===== src/rtl/fetch_prefetch_buffer.sv =====
// Instruction-fetch front end: issues word addresses to a synchronous-read icache,
// captures the returned word one cycle later and queues {pc, inst} for decode.
module fetch_prefetch_buffer #(
    parameter int          DEPTH    = 4,
    parameter logic [31:0] RESET_PC = 32'h0000_0000
) (
    input  logic        clk,
    input  logic        rst,
    output logic [29:0] icache_addr,
    input  logic [31:0] icache_data,
    input  logic        redirect_valid,
    input  logic [31:0] redirect_pc,
    output logic        out_valid,
    input  logic        out_ready,
    output logic [31:0] out_inst,
    output logic [31:0] out_pc
);

    localparam int PW = (DEPTH > 1) ? $clog2(DEPTH) : 1;
    localparam int CW = PW + 1;

    // Handshake: an entry transfers to decode in a cycle where out_valid and
    // out_ready are both high at the rising edge; out_valid never depends on out_ready.

    logic [31:0]   fetch_pc;
    logic [31:0]   pending_pc;
    logic          pending_valid;
    logic [PW-1:0] rd_ptr;
    logic [PW-1:0] wr_ptr;
    logic [CW-1:0] count;

    logic [31:0] mem_pc   [DEPTH];
    logic [31:0] mem_inst [DEPTH];

    logic [31:0] issue_pc;
    logic [CW:0] in_flight;
    logic        issue;
    logic        push;
    logic        pop;

    always_comb begin
        issue_pc    = redirect_valid ? (redirect_pc & ~32'h3) : fetch_pc;
        icache_addr = issue_pc[31:2];
        // Credit check counts the outstanding fetch but not a same-cycle pop,
        // so a captured word always finds a free slot.
        in_flight   = {1'b0, count} + {{CW{1'b0}}, pending_valid};
        issue       = redirect_valid | (in_flight < (CW+1)'(DEPTH));
        push        = pending_valid & ~redirect_valid;
        out_valid   = (count != '0) & ~redirect_valid;
        pop         = out_valid & out_ready;
        out_inst    = mem_inst[rd_ptr];
        out_pc      = mem_pc[rd_ptr];
    end

    always_ff @(posedge clk or posedge rst) begin
        if (rst) begin
            fetch_pc      <= RESET_PC & ~32'h3;
            pending_pc    <= '0;
            pending_valid <= 1'b0;
            rd_ptr        <= '0;
            wr_ptr        <= '0;
            count         <= '0;
        end else begin
            pending_valid <= issue;
            if (issue) begin
                pending_pc <= issue_pc;
                fetch_pc   <= issue_pc + 32'd4;
            end
            if (redirect_valid) begin
                rd_ptr <= '0;
                wr_ptr <= '0;
                count  <= '0;
            end else begin
                if (push) wr_ptr <= wr_ptr + 1'b1;
                if (pop)  rd_ptr <= rd_ptr + 1'b1;
                case ({push, pop})
                    2'b10:   count <= count + 1'b1;
                    2'b01:   count <= count - 1'b1;
                    default: count <= count;
                endcase
            end
        end
    end

    // Storage carries no reset; contents are only observed behind out_valid.
    always_ff @(posedge clk) begin
        if (push) begin
            mem_pc[wr_ptr]   <= pending_pc;
            mem_inst[wr_ptr] <= icache_data;
        end
    end

endmodule


===== config.mk =====
export PLATFORM = sky130hd
export DESIGN_NAME = fetch_prefetch_buffer
export DESIGN_NICKNAME = d
export VERILOG_FILES = /design/src/rtl/fetch_prefetch_buffer.sv
export SDC_FILE = /design/constraint.sdc
export NUM_CORES = 1
export LEC_CHECK = 0
export BUFFER_PORTS_ARGS = -buffer_cell sky130_fd_sc_hd__buf_2
export CAP_MARGIN = 20
export CELL_PAD_IN_SITES_DETAIL_PLACEMENT = 1
export CELL_PAD_IN_SITES_GLOBAL_PLACEMENT = 1
export CORE_MARGIN = 5
export CORE_UTILIZATION = 35
export DETAILED_ROUTE_END_ITERATION = 16
export PLACE_DENSITY_LB_ADDON = 0.1
export SYNTH_ARGS = -nofsm -noshare
export SYNTH_HDL_FRONTEND = slang
export SYNTH_SLANG_ARGS = --single-unit

===== constraint.sdc =====
create_clock -name clk -period 3 [get_ports clk]
set_input_delay 0.45 -clock clk [delete_from_list [all_inputs] [get_ports clk]]
set_output_delay 0.45 -clock clk [all_outputs]
set_load 0.01 [all_outputs]

==> metrics <==
status=completed; Pre-Repair DR Iteration Count=4; row cnt=70; dpl hpwl=20760 um; GP Congestion=0.8171; Worst Tran Pin Value=roughly 0.66 ns; postcts setup bufs=0; Max-Cap Viols=0; Starting DRT DRC Count=232; Syn Area/Cell=17.02 um2; antenna violations before repair=0; Layout area overhead=21.84%; Overflow after GRT=0; WP data arrival=2.28 ns; # H-tree levels=2; die height=approximately 200 um; Max Fanout on Critical Path=25; hold_buf cts=0; top routing layer used=met4; WL met3=around 1300 um; depth of the most critical reg-to-reg path=6; crit path launch type=flop; Setup Crit Path Kind=flop to output port; Final Max Slew Viols=0; Hold Vio Cnt, Final=0; vias in the first global route=8064; Vias per Instance=5.013; number of flops mapped to enable cells by yosys=248; final-report setup violation count=0; fraction of layout cells with a size suffix above 1=around a third; Reg2Reg Launch Point=fetch_pc[3]; Synth Area in Simple Gates=6.516%; post-synthesis mux area share=between 10% and 20%; Max Clk Rate=~0.37 GHz; number of antenna diodes=0; Pwr Total=14.01 mW; clock transition at the registers of the reported paths=0.05 ns; Final Hold Slack=around 0.042 ns; RSZ-0062 raised after global routing=no; number of buffers added on ports=between 150 and 200; IO Pins=between 150 and 200; final WL=between 30000 and 40000 um; worst rel slew slack=between 50% and 60%; Nets=1022; root buffer cell=clkbuf_16; Most used DFF post-synth=edfxtp_1; Final period util=91.04%; DR vias=7213; Clock Skew=0.01839 ns; width of the die=201 um; crit path launch=rd_ptr[0]; Longest Clk Path Bufs=3; drc violations=0; Worst Setup End Kind=output port; Synth Area in Compound Gates=3.733%; sequential-to-total area share from yosys stat=between 70% and 80%; first-pass GRT wire length=47570 um; metal2 WL=14660 um; Avg WL per Cell=21.19 um; min-delay worst type=primary input to asynchronous set/reset pin; CTS tree=built; Synth Area in Adders=less than 1%; CTS sink count=316; remaining antenna violation count=0; synth warn=0; Distinct cells, synth=49; TNS Setup=0 ns; largest family of logic cells by synthesized area=multiplexers; core area=36350 um2; Pwr per Cell Area=900.3 nW/um2; clk_lat worst skew=0.51 ns; largest net degree at the start of global routing=41; Post-synth ARST share=between 20% and 30%; starting density of the core=35.13%; peak supply drop=between 0.0003 and 0.0004 V; Worst setup endpoint=out_pc[13]; R2R setup slack=0.79 ns; Syn Inst Count=750; worst reg2reg endpoint=fetch_pc[26]; PostCTS Resize Cnt=0; Num CTS Buffers=35; Synth Cell Area=12770 um2; post-route minimum period=2.731 ns; die area=40400 um2; Post-Synth XOR/XNOR Area=1.509%; Met1 Wirelength=around 14000 um; P_leak=5.653 nW; number of synthesized register bits=316; Worst EP required=2.55 ns; total track usage=14.94%
-- stage by stage --
stage	instance area (um2)	util, %	cells	setup slack (ns)
final	15560	42.80	1439	0.2687
after CTS	15560	42.80	1439	0.1732
after detailed placement	14480	39.85	1379	0.07967
after global placement	14480	39.85	1379	0.1887
after floorplan	12780	-	751	0.06030
after global routing	15560	42.80	1439	0.1311
-- cell usage in the layout (no fill, tap or decap), drive strengths merged, types with 2 or more instances in the layout --
cell type	n
mux2	15
a31o	3
mux2i	21
nand2b	3
a22oi	4
xor2	6
xnor2	16
buf	197
clkinv	10
bufinv	2
conb	2
dfrtp	68
o31a	4
nand3	18
mux4	62
nor2	71
edfxtp	248
nand4b	4
a31oi	2
a21oi	36
nor4	5
inv	24
or3	3
nor3	8
o21a	5
and2	7
o21ai	9
nand4	13
clkbuf	47
nand3b	6
ha	5
o31ai	8
nand2	27
-- registers in the layout, summed over array words and instances (netlist names) --
name and flops:
mem_inst 128, mem_pc 120, fetch_pc 30, pending_pc 30, count 3, rd_ptr 2, wr_ptr 2, pending_valid 1
-- synthesized netlist by cell type (6+ instances only) --
library cell	number	share of area, %
clkbuf_1	17	0.50
nand3b_1	6	0.35
mux2i_1	21	1.6
nand2_1	27	0.79
a21oi_1	36	1.4
xnor2_1	16	1.1
xor2_1	6	0.41
mux2_2	15	1.3
mux4_2	62	11
dfrtp_1	68	13
inv_1	23	0.68
nand4_1	11	0.54
and2_1	7	0.34
o31ai_1	8	0.47
nor2_1	71	2.1
nor3_1	8	0.31
o21ai_0	9	0.35
buf_1	12	0.35
edfxtp_1	248	58
nand3_1	18	0.71
-- report_power, final --
| group | switching [mW] | internal (mW) |
|---|---|---|
| clock | 1.63 | 2.42 |
| combinational | 1.87 | 1.61 |
| sequential | 0.625 | 5.85 |
| total | 4.13 | 9.87 |
-- cells by family after synthesis --
| family | count (synthesis) |
|---|---|
| flops | 316 |
| simple gates | 170 |
| mux | 98 |
| compound gates | 76 |
| buf+inv | 61 |
| xor+xnor | 22 |
| fa+ha+maj | 6 |
| other cells | 1 |
-- how the worst min path moves through the flow --
stage / depth (start not counted) / endpoint / slack, ns
finish: 2 / count[2] / 0.04
global route: 2 / pending_pc[17] / 0.09
CTS: 2 / pending_pc[18] / 0.04
detailed placement: 2 / fetch_pc[2] / 0.49
global placement: 2 / fetch_pc[30] / 0.47
floorplan: 2 / fetch_pc[18] / 0.45
-- per-layer routing --
| layer | up-vias | track usage (%) |
|---|---|---|
| met5 | - | 0 |
| li1 | 3295 | - |
| met4 | 0 | 3.589 |
| met1 | 3724 | 20.53 |
| met3 | 37 | 2.940 |
| met2 | 157 | 24.71 |
-- area by class of cell --
class	count	area, um2
fill	3579	20790
clock inverter	13	110.1
multi-input combinational	374	3383
sequential	316	9154
timing repair buffer	197	1271
inverter	24	90.09
tap	468	585.6
clock buffer	47	963.4
-- worst max-delay path, cell delays in order (launching register included) --
cell	delay [ns]
dfrtp_4	0.71
buf_12	0.30
mux4_2	0.58
buf_2	0.17
(Power assumes the default switching activity.)
